$ cat src/rtl/packet_generator.sv
// Transmit end of the framed-sequence packet link: emits bursts of
// {frame code, payload, sequence} packets with optional error injection.
module packet_generator #(
    parameter int BUS_SIZE  = 16,
    parameter int WORD_SIZE = 4,
    parameter int PAY_SIZE  = BUS_SIZE - 2*WORD_SIZE
) (
    input  logic                clk,
    input  logic                reset,
    input  logic                start,
    input  logic [7:0]          burst_len,
    input  logic [PAY_SIZE-1:0] payload,
    input  logic                inject_frame_err,
    input  logic                inject_seq_err,
    output logic [BUS_SIZE-1:0] data_bus,
    output logic                valid,
    output logic                busy,
    output logic                done,
    output logic [15:0]         pkt_count,
    output logic [7:0]          err_count
);

    typedef enum logic [1:0] {S_IDLE, S_SEND, S_DONE} state_e;

    localparam logic [WORD_SIZE-1:0] SEQ_INIT = WORD_SIZE'(1);

    state_e                state_q, state_d;
    logic [7:0]            remaining_q, remaining_d;
    logic [WORD_SIZE-1:0]  seq_q, seq_d;
    logic                  pend_f_q, pend_f_d;
    logic                  pend_s_q, pend_s_d;
    logic [BUS_SIZE-1:0]   data_q, data_d;
    logic                  valid_q, valid_d;
    logic [15:0]           pkt_count_q, pkt_count_d;
    logic [7:0]            err_count_q, err_count_d;

    logic                  launch;
    logic                  consume_f;
    logic                  consume_s;
    logic [WORD_SIZE-1:0]  frame_field;
    logic [WORD_SIZE-1:0]  seq_field;

    always_comb begin
        // NOTE: every signal gets a default before any branch so no latch is inferred.
        state_d     = state_q;
        remaining_d = remaining_q;
        launch      = 1'b0;

        // remaining counts packets still to launch after the current one.
        unique case (state_q)
            S_IDLE: begin
                if (start) begin
                    if (burst_len != 8'd0) begin
                        state_d     = S_SEND;
                        launch      = 1'b1;
                        remaining_d = burst_len - 8'd1;
                    end else begin
                        state_d     = S_DONE;
                        remaining_d = 8'd0;
                    end
                end
            end
            S_SEND: begin
                if (remaining_q != 8'd0) begin
                    launch      = 1'b1;
                    remaining_d = remaining_q - 8'd1;
                end else begin
                    state_d = S_DONE;
                end
            end
            S_DONE:  state_d = S_IDLE;
            default: state_d = S_IDLE;
        endcase

        consume_f   = launch & pend_f_q;
        consume_s   = launch & pend_s_q & ~pend_f_q;
        frame_field = pend_f_q ? '0 : '1;
        seq_field   = consume_s ? seq_q + 1'b1 : seq_q;

        data_d      = '0;
        valid_d     = launch;
        seq_d       = seq_q;
        pkt_count_d = pkt_count_q;
        err_count_d = err_count_q;

        if (launch) begin
            data_d      = {frame_field, payload, seq_field};
            pkt_count_d = pkt_count_q + 16'd1;
            if (consume_f || consume_s) begin
                seq_d = '0;
                if (err_count_q != 8'hFF) begin
                    err_count_d = err_count_q + 8'd1;
                end
            end else begin
                seq_d = seq_q + 1'b1;
            end
        end

        // A request arriving on the consuming edge re-arms the flag.
        pend_f_d = (pend_f_q & ~consume_f) | inject_frame_err;
        pend_s_d = (pend_s_q & ~consume_s) | inject_seq_err;
    end

    always_ff @(posedge clk) begin
        // NOTE: state flops use non-blocking assignments so all updates see pre-edge values.
        if (reset) begin
            state_q     <= S_IDLE;
            remaining_q <= 8'd0;
            seq_q       <= SEQ_INIT;
            pend_f_q    <= 1'b0;
            pend_s_q    <= 1'b0;
            data_q      <= '0;
            valid_q     <= 1'b0;
            pkt_count_q <= 16'd0;
            err_count_q <= 8'd0;
        end else begin
            state_q     <= state_d;
            remaining_q <= remaining_d;
            seq_q       <= seq_d;
            pend_f_q    <= pend_f_d;
            pend_s_q    <= pend_s_d;
            data_q      <= data_d;
            valid_q     <= valid_d;
            pkt_count_q <= pkt_count_d;
            err_count_q <= err_count_d;
        end
    end

    assign data_bus  = data_q;
    assign valid     = valid_q;
    assign busy      = (state_q == S_SEND);
    assign done      = (state_q == S_DONE);
    assign pkt_count = pkt_count_q;
    assign err_count = err_count_q;

endmodule

$ cat config.mk
export PLATFORM = sky130hd
export DESIGN_NAME = packet_generator
export DESIGN_NICKNAME = d
export VERILOG_FILES = /design/src/rtl/packet_generator.sv
export SDC_FILE = /design/constraint.sdc
export NUM_CORES = 1
export LEC_CHECK = 0
export CAP_MARGIN = 20
export CORE_MARGIN = 2
export CORE_UTILIZATION = 53
export DETAILED_ROUTE_END_ITERATION = 8
export MAX_ROUTING_LAYER = met4
export PLACE_DENSITY_LB_ADDON = 0.12
export SLEW_MARGIN = 20
export SYNTH_ARGS = -nofsm -noshare
export SYNTH_HDL_FRONTEND = slang
export SYNTH_SLANG_ARGS = --single-unit
export TNS_END_PERCENT = 1
$ cat constraint.sdc
create_clock -name clk -period 6.6 [get_ports clk]
set_clock_uncertainty 0.2 [all_clocks]
set_input_delay 1.32 -clock clk [delete_from_list [all_inputs] [get_ports clk]]
set_output_delay 1.32 -clock clk [all_outputs]
set_load 0.02 [all_outputs]
Word level (Yosys, flattened, before mapping)
Cells that the tools add are included.
- bits in registers: 57
- latch bits: 0
- RAM bits: 0
- ROM bits: 0
- output and inout port bits: 43
- word-level logic and storage cells: 55
- memories: 0
- add/sub/neg operators: 5
- multipliers: 0
- div/mod/pow operators: 0
- magnitude comparators: 0
- equality and inequality tests: 6
- shift operators: 0
- muxes and demuxes: 15
- bitwise gates (word level): 11
- reductions and logical operators: 9
- operators with widths (kind ; count):
    8-bit two-way mux ; 3
    16-bit by 1-bit adder with 16-bit output (second input constant) ; 1
    8-bit case mux with 2 select lines ; 1
    8-bit nonzero test ; 2
    8-bit by 1-bit subtractor with 8-bit output (second input constant) ; 2
    4-bit two-way mux ; 3
    8-bit by 1-bit adder with 8-bit output (second input constant) ; 1
    8-bit inequality test (second input constant) ; 1
    2-bit two-way mux ; 3
    3-bit AND reduction ; 2
    1-bit bitwise AND ; 5
    4-bit by 1-bit adder with 4-bit output (second input constant) ; 1
    2-bit inequality test (second input constant) ; 2
    1-bit NOT ; 4
    2-bit case mux with 2 select lines ; 1
    1-bit two-way mux ; 3
    2-bit by 1-bit equality test with 1-bit output (second input constant) ; 1
    2-bit equality test (second input constant) ; 1
    2-bit zero test ; 1
    2-bit by 1-bit inequality test with 1-bit output (second input constant) ; 1
    1-bit bitwise OR ; 2
    1-bit case mux with 2 select lines ; 1
    2-bit AND reduction ; 1
    2-bit nonzero test ; 1
    other kinds (2) ; 2

Logic depth before layout (Yosys ltp)
Gate-level depths: netlist (run 1).
- depth in word-level cells: 9
- mapped depth: 9
- mapped depth without buffers: 8

Worst setup path before layout (run 1)
OpenSTA, ideal clock, no wires.
- kind: input port to flip-flop
- start point: input burst_len[0]
- end point: register err_count_q[2], in the netlist err_count[2]
- library setup time: 133 ps
- data arrival time: 2656 ps
- required time: 6267 ps
- slack: 3611 ps
- cell stages on the path: 8
- path buffers: 1
- path through: inv_1 > ha_1 > nor3b_1 > a21oi_4 > or2_2 > buf_2 > a31oi_1 > a311oi_1
- word-level cells in the longest chain between the ends: 8
- ends and longest elaborated chain (what ; line ; RTL):
    start, declared ; 11 ; input logic [7:0] burst_len,
    8-bit nonzero test * ; 53 ; if (burst_len != 8'd0) begin
    1-bit two-way mux * ; 53 ;
    1-bit two-way mux * ; 52 ; if (start) begin
    1-bit case mux with 2 select lines * ; 50 ; unique case (state_q)
    1-bit bitwise AND (2 in series) ; 76 ; consume_s = launch & pend_s_q & ~pend_f_q;
    1-bit logical OR ; 89 ; if (consume_f || consume_s) begin
    3-bit AND reduction (no source line) * ; n/a ;
    end signal, assigned ; 125 ; err_count_q <= err_count_d;
    end, declared ; 35 ; logic [7:0] err_count_q, err_count_d;
Every way passes the cells marked *; elsewhere a longest branch is shown, timed or not.
A chain may end at the register's enable or synchronous reset.

Final worst setup path (run 1)
- start point: input burst_len[0]
- end point: register data_q[4], in the netlist data_bus[4]
- word-level cells in the longest chain between the ends: 6
- ends and longest elaborated chain (what ; line ; RTL):
    8-bit nonzero test ; 53 ;
    1-bit two-way mux ; 53 ;
    1-bit two-way mux ; 52 ;
    1-bit case mux with 2 select lines ; 50 ;
    1-bit NOT (no source line) ; n/a ;
    2-bit OR reduction (no source line) ; n/a ;
    end signal, assigned ; 122 ; data_q <= data_d;
    end, declared ; 32 ; logic [BUS_SIZE-1:0] data_q, data_d;
Every way passes these cells.

==> results.md, run 1 <==
* Longest Clk Path Bufs at 2
* Result of the run: finished clean
* Worst reg2reg path depth at 9
* Reg2Reg Capture Point: data_bus[4]$_SDFF_PP0_
* Count of nets after finishing at 383
* Most common library cell in the layout ignoring fill and taps: clkdlybuf4s50_1
* Cell-by-cell listing of the critical path: clkdlybuf4s50_1, inv_1, ha_1, nor3b_1, a21oi_4, nor2_2, or3_1, clkinv_4, and2_1
* Layout cell share with drive strength beyond 1 at 0.07843
* Worst setup path class: input port to flop
* Critical Path Fanout Max at 16
* Leakage at 0.001189 µW
* Crit path max-delay cell type: nor2_2
* YS warnings at 0
* Post-Synthesis Net Count at 326
* Detailed-route via count at 2313
* Slew Limit Headroom at 0.6382
* Root cell of the clock tree: clkbuf_8
* Clock buffers created by TritonCTS at 5
* Start of the worst register-to-register path: remaining_q[0]$_SDFFE_PP0P_
* Flip-flop and latch area at 1081 µm²
* Later-pin clock latency in the skew report at 0.31 ns
* Standard-cell rows at 25
* Count of antenna-violating nets left after detailed routing at 0
* DR WL/cell at 13.21 µm
* FF-to-FF setup slack at 3.99 ns
* Fillers at 410
* Pin count of the biggest net entering global routing at 44
* Yosys reg bits at 54
* Starting DRT DRC Count at 163
* Number of I/O port buffers at 63
* Final wirelength at 5.601 mm
* Clock tree from TritonCTS: done
* Final worst path period need at 3.774 ns
* Sort of element at the end of the critical path: flop
* Worst VDD drop at 0.1601 mV
* Max capacitance violation total at 0
* Via density per instance at 5.455
* Number of enable-type register cells in the synthesized netlist at 0
* Synthesized netlist cell count at 299
* Hold wc startpoint: pkt_count[15]$_SDFFE_PP0P_
* CTS clock-pin slew for the worst setup and hold paths at 0.10 ns
* Post-CTS sizing at 0
* Leading cell types in the layout, fill and taps excluded: clkdlybuf4s50_1 (63), dfxtp_1 (54), nor2_1 (29)
* Worst hold-check path type: flop to flop
* Worst EP required at 6.62 ns
* Global-route wire length before repair at 8.901 mm
* DIE AREA at 5515 µm²
* Final-report max-slew violation count at 0
* Sum of overflow across all layers after global routing at 0
* Post-detail-place hpwl at 3.927 mm
* Number of cells on the worst hold path at 2
* Syn Area/Cell at 8.750 µm²
* Arrival time at the worst endpoint at 3.79 ns
* Distinct cell type count after synthesis at 56
* Slew at the pin closest to its max-slew limit at 0.5421 ns
* TritonCTS sink count at 54
* DRC at 0
* Share of the cycle needed by the critical path after routing at 0.5718
* Dominant register cell in the synthesized netlist: dfxtp_1
* Hold EP: pkt_count[15]$_SDFFE_PP0P_
* Number of global-route vias before repair at 2001
* Die extent in x at 74.26 µm
* DIE HEIGHT at 74.26 µm
* Antenna diode count at 0
* Initial standard-cell utilization of the core at 0.5503
* Last weighted congestion value of the routability-driven placer at 0.8827
* Mapped cell area at 2616 µm²
* Hold bufs inserted after CTS at 0
* Achievable clock frequency at 0.2650 GHz
* Initial antenna violation count at 0
* Area of the multi-input gates at 1393 µm²
* CTS HTree Levels at 2
* Post-synthesis async set-or-reset flop share at 0
* Area inside the core boundary at 4755 µm²
* Buffer count from post-CTS setup fixing at 0
* Overall routing resource usage at 0.2090
* Sort of element at the start of the critical path: input port
* Final number of hold-violating endpoints at 0
* Number of failing setup endpoints in the final timing report at 0
* First-pass iteration count of the detailed router at 4
* Worst stage delay on the critical path at 0.48 ns
* PD cells at 234.1 nW/µm²
* Setup repair after global routing missed its margin: no
* Seq/Total Area, Yosys at 0.4132
* Power after layout at 787.0 µW
* Fin Setup TNS at 0 ns
* Area added between synthesis and finish at 28.50%
* Boundary pin count at 64
[flip-flops by register name (all words and copies together) (netlist names)]
signal and cells:
pend_f_q 1, pkt_count 16, err_count 8, remaining_q 8, pend_s_q 1, seq_q 4
state_q 2, data_bus 13, valid 1
[cells in the mapped netlist, types with 3 or more instances]
cell type  count  area, µm²
a21oi_1       21      105.1
a22oi_1        3      22.52
a311oi_1       3      26.28
a31oi_1        4      25.02
and2_1         9      56.30
and3_1         3      18.77
and4_1         3      26.28
buf_2          5      25.02
buf_4          4      30.03
clkbuf_1       6      22.52
dfxtp_1       54       1081
ha_1           6      75.07
inv_1         12      45.04
nand2_1       13      48.80
nand3_1       10      50.05
nor2_1        29      108.9
nor2b_1        4      25.02
nor3_1         9      45.04
o2111ai_1      3      26.28
o21ai_0       21      105.1
or3_1         14      87.58
or4_1          3      22.52
xnor2_1       10      87.58
xor2_1         7      61.31
[layer usage]
layer  GRT usage  up-vias  routed length [µm]
li1            -     1185                   -
met1      0.2751     1041                2726
met2      0.3304       81                2400
met3     0.03794        6                 413
met4     0.06151        0                  61
met5           -        -                   0
[kinds of logic (layout without fill, tap and decap cells)]
kind of cell,Yosys count,count (layout),synth area share
AOI/OAI and AO/OA,76,76,0.1923
xor gates and xnor gates,17,17,0.05691
adders and majority gates,6,6,0.02869
buffers and inverters,29,87,0.05452
DFF,54,54,0.4132
muxes,3,3,0.01196
and+or+nand+nor,114,114,0.2425
[worst max-delay path by stage]
stage,start,end,slack (ns),cells past startpoint
final,burst_len[0],data_bus[4]$_SDFF_PP0_,2.83,9
after global routing,burst_len[0],data_bus[10]$_SDFF_PP0_,2.63,9
after CTS,burst_len[0],data_bus[4]$_SDFF_PP0_,2.83,9
after detailed placement,burst_len[0],data_bus[4]$_SDFF_PP0_,2.51,9
after global placement,burst_len[0],data_bus[10]$_SDFF_PP0_,2.59,9
after floorplan,burst_len[0],err_count[2]$_SDFFE_PP0P_,3.61,8
[metrics by stage]
stage / setup slack, ns / utilization / hold WS, ns / cell area [µm²] / cells
after global routing: 2.629 / 0.7071 / 0.3228 / 3362 / 424
final: 2.826 / 0.7071 / 0.2944 / 3362 / 424
after CTS: 2.827 / 0.7071 / 0.3008 / 3362 / 424
after detailed placement: 2.509 / 0.6866 / 0.2775 / 3264 / 416
after global placement: 2.587 / 0.6866 / 0.2714 / 3264 / 416
after floorplan: 3.611 / - / 0.2416 / 2616 / 299
[power by group]
part | switching [µW] | internal (µW) | total, µW
registers | 24.3 | 352 | 377
logic | 119 | 96.2 | 215
clock network | 116 | 78.8 | 195
[worst max-delay path, delay by kind of cell]
family	cells	cell delay (ns)
AO/OA/AOI/OAI	1	0.22
AND/OR/NAND/NOR	4	1.42
buffers and inverters	3	0.64
adder cells (fa/ha/maj)	1	0.18
[cell type report]
| type | instances | share of cell area |
|---|---|---|
| Multi-Input combinational cell | 216 | 0.4142 |
| Sequential cell | 54 | 0.3215 |
| Timing Repair Buffer | 66 | 0.1943 |
| Tap cell | 67 | 0.02493 |
| Clock buffer | 5 | 0.02047 |
| Inverter | 13 | 0.01600 |
| Clock inverter | 3 | 0.008560 |
Power figures use the tool's default switching activity.
==> inputs of run 2 (changes only) <==
CORE_UTILIZATION = 49   (was 53)
clock period = 3.8 ns   (was 6.6 ns; I/O delays follow)
==> run 2 against run 1 <==
  * Critical path depth down 6
  * Utilization down 4.5 points
  * Design area up 1.3%
  * Hold slack better by 0.00058 ns
  * Sequential power up 73%
  * Sequential cell count unchanged
  * Non-clock buffer count up 2
==> results.md, run 2 (synthesis results as in run 1) <==
* Result of the run: finished clean
* Initial standard-cell utilization of the core at 0.5090 (-0.04126)
* Fin Setup TNS at 0 ns (unchanged)
* Number of I/O port buffers at 63 (unchanged)
* Critical Path Fanout Max at 13 (-3)
* First-pass iteration count of the detailed router at 5 (+1)
* Final number of hold-violating endpoints at 0 (unchanged)
* Area added between synthesis and finish at 30.13%
* Slew at the pin closest to its max-slew limit at 0.4679 ns (-0.07416 ns)
* Later-pin clock latency in the skew report at 0.32 ns (about the same)
* Post-detail-place hpwl at 3.980 mm (+1.3%)
* Last weighted congestion value of the routability-driven placer at 0.8507 (-3.6%)
* Sort of element at the start of the critical path: flop
* Starting DRT DRC Count at 171 (+4.9%)
* Buffer count from post-CTS setup fixing at 0 (unchanged)
* Post-Place Setup Slack at 0.6739 ns (-1.835 ns)
* DIE AREA at 5940 µm² (+7.7%)
* Number of global-route vias before repair at 2139 (+6.9%)
* Count of antenna-violating nets left after detailed routing at 0 (unchanged)
* Fraction of the core area covered by cells at the end of the flow at 0.6624 (-0.04474)
* Hold bufs inserted after CTS at 0 (unchanged)
* Sum of overflow across all layers after global routing at 0 (unchanged)
* Global-route wire length before repair at 9.570 mm (+7.5%)
* Post-Layout Inst Area at 3405 µm² (+1.3%)
* Final wirelength at 5.708 mm (+1.9%)
* Boundary pin count at 64 (unchanged)
* Pin count of the biggest net entering global routing at 43 (-2.3%)
* Initial antenna violation count at 0 (unchanged)
* Post-CTS sizing at 0 (unchanged)
* Overall routing resource usage at 0.2036 (-0.005387)
* Share of the cycle needed by the critical path after routing at 0.7546
* Cell-by-cell listing of the critical path: nand2b_1, inv_1, clkdlybuf4s50_1
* DIE HEIGHT at 77.07 µm (+3.8%)
* Worst EP required at 2.84 ns (-3.78 ns)
* CTS HTree Levels at 2 (unchanged)
* Number of failing setup endpoints in the final timing report at 0 (unchanged)
* Slew Limit Headroom at 0.6874 (+0.04916)
* DR WL/cell at 13.31 µm (+0.72%)
* CTS clock-pin slew for the worst setup and hold paths at 0.10 ns (about the same)
* Area inside the core boundary at 5140 µm² (+8.1%)
* Antenna diode count at 0 (unchanged)
* Worst setup path class: flop to primary output
* Longest Clk Path Bufs at 2 (unchanged)
* Standard-cell rows at 26 (+4.0%)
* Die extent in x at 77.07 µm (+3.8%)
* Worst hold-check path type: flop to flop
* PD cells at 424.8 nW/µm² (+81%)
* Final worst path period need at 2.867 ns
* Number of flip-flops under the largest register name at 16 (unchanged)
* Fillers at 468 (+14%)
* Post-place instance area at 3283 µm² (+0.57%)
* Clock buffers created by TritonCTS at 5 (unchanged)
* Arrival time at the worst endpoint at 1.91 ns (-1.88 ns)
* Achievable clock frequency at 0.3487 GHz
* PnR worst setup slack at 0.9325 ns (-1.894 ns)
* DRC at 0 (unchanged)
* Sort of element at the end of the critical path: primary output
* Max capacitance violation total at 0 (unchanged)
* Crit path max-delay cell type: clkdlybuf4s50_1
* TritonCTS sink count at 54 (unchanged)
* Via density per instance at 5.406 (-0.91%)
* Final-report max-slew violation count at 0 (unchanged)
* Clock tree from TritonCTS: done
* Detailed-route via count at 2319 (+0.26%)
* Root cell of the clock tree: clkbuf_8
* Setup repair after global routing missed its margin: no
* Worst VDD drop at 0.2506 mV (+57%)
* Leading cell types in the layout, fill and taps excluded: clkdlybuf4s50_1 (63), dfxtp_1 (54), nor2_1 (29)
* Count of nets after finishing at 385 (+0.52%)
* Layout cell share with drive strength beyond 1 at 0.08357 (+0.005134)
* Leakage at 0.001211 µW (+1.8%)
* Worst stage delay on the critical path at 0.63 ns (+0.15 ns)
* Most common library cell in the layout ignoring fill and taps: clkdlybuf4s50_1
* Smallest hold slack at 0.2950 ns (+0.0005820 ns)
## run 2: final cells by class
type	count	area, µm²	share of cell area
sequential	54	1081	0.3175
inverter	13	53.80	0.01580
clock inverter	2	38.79	0.01139
clock buffer	6	82.58	0.02426
timing repair buffer	68	668.1	0.1963
tap	70	87.58	0.02573
multi-input combinational	216	1393	0.4090
## run 2: power by group
| part | internal, µW | switching (µW) | total (µW) |
|---|---|---|---|
| registers | 612 | 41.6 | 654 |
| clock network | 217 | 193 | 410 |
| logic | 172 | 211 | 383 |
## run 2: per-layer routing
layer / vias to the layer above / routed length, µm / global-route usage
met5: - / 0 / -
met4: 0 / 79 / 0.06250
met3: 8 / 342 / 0.04706
met2: 70 / 2506 / 0.3158
met1: 1062 / 2780 / 0.2659
li1: 1179 / - / -
## run 2: worst max-delay path, delay by kind of cell (launching register included)
kind	cells	cell delay (ns)
AND/OR/NAND/NOR	1	0.29
flip-flops	1	0.44
buffers and inverters	2	0.86
## run 2: metrics by stage
stage	power (µW)	instances
after global placement	1041	421
final	1446	429
after global routing	1529	429
after floorplan	918.0	299
after CTS	1456	429
after detailed placement	1045	421
## run 2: path summary, 6_finish.rpt
check	start	to	slack, ns	cells after the start
setup / recovery	state_q[0]$_SDFFE_PP0P_	busy	0.93	3
hold / removal	seq_q[1]$_SDFFE_PP0P_	seq_q[1]$_SDFFE_PP0P_	0.30	2
setup reg to reg	remaining_q[0]$_SDFFE_PP0P_	pkt_count[14]$_SDFFE_PP0P_	1.41	8
hold reg to reg	seq_q[1]$_SDFFE_PP0P_	seq_q[1]$_SDFFE_PP0P_	0.30	2
==> inputs of run 3 (changes only) <==
CORE_UTILIZATION = 44   (was 49)
clock period = 2.4 ns   (was 3.8 ns; I/O delays follow)
==> run 3 against run 2 <==
  * Utilization shrank 3.2 points
  * Global-route usage decreased by 0.60 points
  * Design area rose by 7.7%
  * Count of clock-buffer cells in the layout shrank 1
  * Critical path type is now input port to flop
  * Critical endpoint is now err_count[4]$_SDFFE_PP0P_
  * Largest cell class unchanged
  * Highest routed layer unchanged
==> results.md, run 3 (synthesis results as in run 1) <==
* Result of the run: finished clean
* First-pass iteration count of the detailed router at 4 (-1)
* Post-Layout Inst Area at 3666 µm² (+7.7%)
* DIE AREA at 6579 µm² (+11%)
* Power after layout at 2272 µW (+57%)
* Post-detail-place hpwl at 4.249 mm (+6.8%)
* DIE HEIGHT at 81.11 µm (+5.2%)
* Worst EP required at 2.44 ns (-0.40 ns)
* TritonCTS sink count at 54 (unchanged)
* Hold bufs inserted after CTS at 0 (unchanged)
* Count of nets after finishing at 412 (+7.0%)
* FF-to-FF setup slack at 0.18 ns (-1.23 ns)
* Slew Limit Headroom at 0.7084 (+0.02099)
* Post-Place Setup Slack at -0.3314 ns (-1.005 ns)
* Arrival time at the worst endpoint at 2.38 ns (+0.47 ns)
* Sw Share at 0.3292 (+0.02107)
* Logic gate share of total power at 0.304 (+0.040)
* Worst hold-check path type: flop to flop
* Area added between synthesis and finish at 40.12%
* Area inside the core boundary at 5816 µm² (+13%)
* Final number of hold-violating endpoints at 0 (unchanged)
* DRC at 0 (unchanged)
* Layout cell share with drive strength beyond 1 at 0.1658 (+0.08224)
* Internal power consumption at 1524 µW (+52%)
* Number of I/O port buffers at 63 (unchanged)
* Achievable clock frequency at 0.4275 GHz
* PD cells at 619.8 nW/µm² (+46%)
* Final-report max-slew violation count at 0 (unchanged)
* DR WL/cell at 13.02 µm (-2.1%)
* Number of cells on the worst hold path at 2 (unchanged)
* Hold wc startpoint: err_count[1]$_SDFFE_PP0P_
* Antenna diode count at 0 (unchanged)
* Last weighted congestion value of the routability-driven placer at 0.8631 (+1.5%)
* Starting DRT DRC Count at 141 (-18%)
* Max capacitance violation total at 0 (unchanged)
* Slew at the pin closest to its max-slew limit at 0.4358 ns (-0.03208 ns)
* Number of failing setup endpoints in the final timing report at 0 (unchanged)
* Smallest hold slack at 0.3064 ns (+0.01140 ns)
* Number of global-route vias before repair at 2199 (+2.8%)
* Reg2Reg Capture Point: pkt_count[15]$_SDFFE_PP0P_
* Part of the power in the clock network at 0.238 (-0.045)
* Longest Clk Path Bufs at 2 (unchanged)
* Net load switching power at 748.0 µW (+68%)
* Fraction of the core area covered by cells at the end of the flow at 0.6304 (-0.03199)
* Most common library cell in the layout ignoring fill and taps: clkdlybuf4s50_1
* Initial antenna violation count at 0 (unchanged)
* Worst VDD drop at 0.4186 mV (+67%)
* CTS HTree Levels at 2 (unchanged)
* Boundary pin count at 64 (unchanged)
* Leading cell types in the layout, fill and taps excluded: clkdlybuf4s50_1 (60), dfxtp_1 (54), nor2_1 (28)
* Clock buffers created by TritonCTS at 5 (unchanged)
* Count of antenna-violating nets left after detailed routing at 0 (unchanged)
* Later-pin clock latency in the skew report at 0.31 ns (about the same)
* Final worst path period need at 2.339 ns
* Worst setup path class: input port to flop
* Sort of element at the start of the critical path: input port
* Hold EP: err_count[1]$_SDFFE_PP0P_
* Root cell of the clock tree: clkbuf_8
* Standard-cell rows at 28 (+7.7%)
* Worst reg2reg path depth at 9 (+1)
* Pin count of the biggest net entering global routing at 43 (unchanged)
* Initial standard-cell utilization of the core at 0.4499 (-0.05914)
* Final wirelength at 6.002 mm (+5.2%)
* Via density per instance at 5.241 (-3.0%)
* Overall routing resource usage at 0.1976 (-0.005999)
* CTS clock-pin slew for the worst setup and hold paths at 0.10 ns (about the same)
* Sequential power share at 0.458 (+0.006)
* Share of the cycle needed by the critical path after routing at 0.9747
* Die extent in x at 81.11 µm (+5.2%)
* Post-place instance area at 3482 µm² (+6.1%)
* PnR worst setup slack at 0.06084 ns (-0.8717 ns)
* Leakage at 0.001365 µW (+13%)
* Detailed-route via count at 2416 (+4.2%)
* Sort of element at the end of the critical path: flop
* Number of flip-flops under the largest register name at 16 (unchanged)
* Sum of overflow across all layers after global routing at 0 (unchanged)
* Start of the worst register-to-register path: remaining_q[0]$_SDFFE_PP0P_
* Critical Path Fanout Max at 13 (unchanged)
* Clock tree from TritonCTS: done
* Global-route wire length before repair at 10.03 mm (+4.8%)
## run 3: cell count changes in the layout (fill, tap and decap cells not counted), sizes merged
cell	previous run	this run
dlymetal6s2s	0	2
dlygate4sd2	0	1
clkinv	1	2
bufinv	1	0
clkbuf	6	5
inv	13	14
clkdlybuf4s50	63	60
buf	5	32
## run 3: worst max-delay path by stage
stage / slack [ns] / from / endpoint
2_1_floorplan: 0.25 / burst_len[0] / err_count[2]$_SDFFE_PP0P_
3_3_place_gp: -0.28 / burst_len[0] / pkt_count[14]$_SDFFE_PP0P_
3_5_place_dp: -0.33 / burst_len[0] / pkt_count[14]$_SDFFE_PP0P_
4_1_cts: -0.007 / burst_len[0] / pkt_count[15]$_SDFFE_PP0P_
5_1_grt: -0.006 / start / pkt_count[8]$_SDFFE_PP0P_
6_report: 0.06 / start / err_count[4]$_SDFFE_PP0P_
## run 3: power by group through the flow
stage | Sequential [µW] | Clock (µW) | Combinational, µW
2_1_floorplan | 1090 | 0 | 364
3_3_place_gp | 1060 | 0 | 653
3_5_place_dp | 1060 | 0 | 661
4_1_cts | 1040 | 561 | 665
5_1_grt | 1050 | 594 | 763
6_report | 1040 | 542 | 691
## run 3: routing by layer
layer | part of all wire | up-vias | global-route usage
met5 | 0 | - | -
met4 | 0.0082 | 0 | 0.05424
met3 | 0.053 | 4 | 0.03778
met2 | 0.43 | 67 | 0.2901
met1 | 0.51 | 1109 | 0.2781
li1 | - | 1236 | -
## run 3: critical path, cell delays in order
cell             delay (ns)
clkdlybuf4s50_1        0.47
or3b_4                 0.40
a21oi_4                0.29
nor2_2                 0.10
buf_6                  0.16
or3_1                  0.34
a21oi_1                0.14
## run 3: what timing repair did
item	4_1_cts	5_1_grt
resized for setup	2	15
setup buffers	0	3
setup endpoints to repair	2	28
pin swaps	0	5
## run 3: stage by stage
stage	TNS (ns)	std cells
final	0	461
after global routing	-0.006167	461
after CTS	-0.007146	458
after detailed placement	-11.23	450
after global placement	-9.830	450
after floorplan	0	299
## run 3: final cells by class
| class | count | area, µm² |
|---|---|---|
| multi-input cells | 216 | 1438 |
| well taps | 75 | 93.84 |
| clock buffers | 5 | 68.82 |
| inverters | 13 | 53.80 |
| clock inverters | 3 | 28.78 |
| flip-flops and latches | 54 | 1081 |
| fillers | 540 | 2150 |
| repair buffers | 95 | 902.1 |
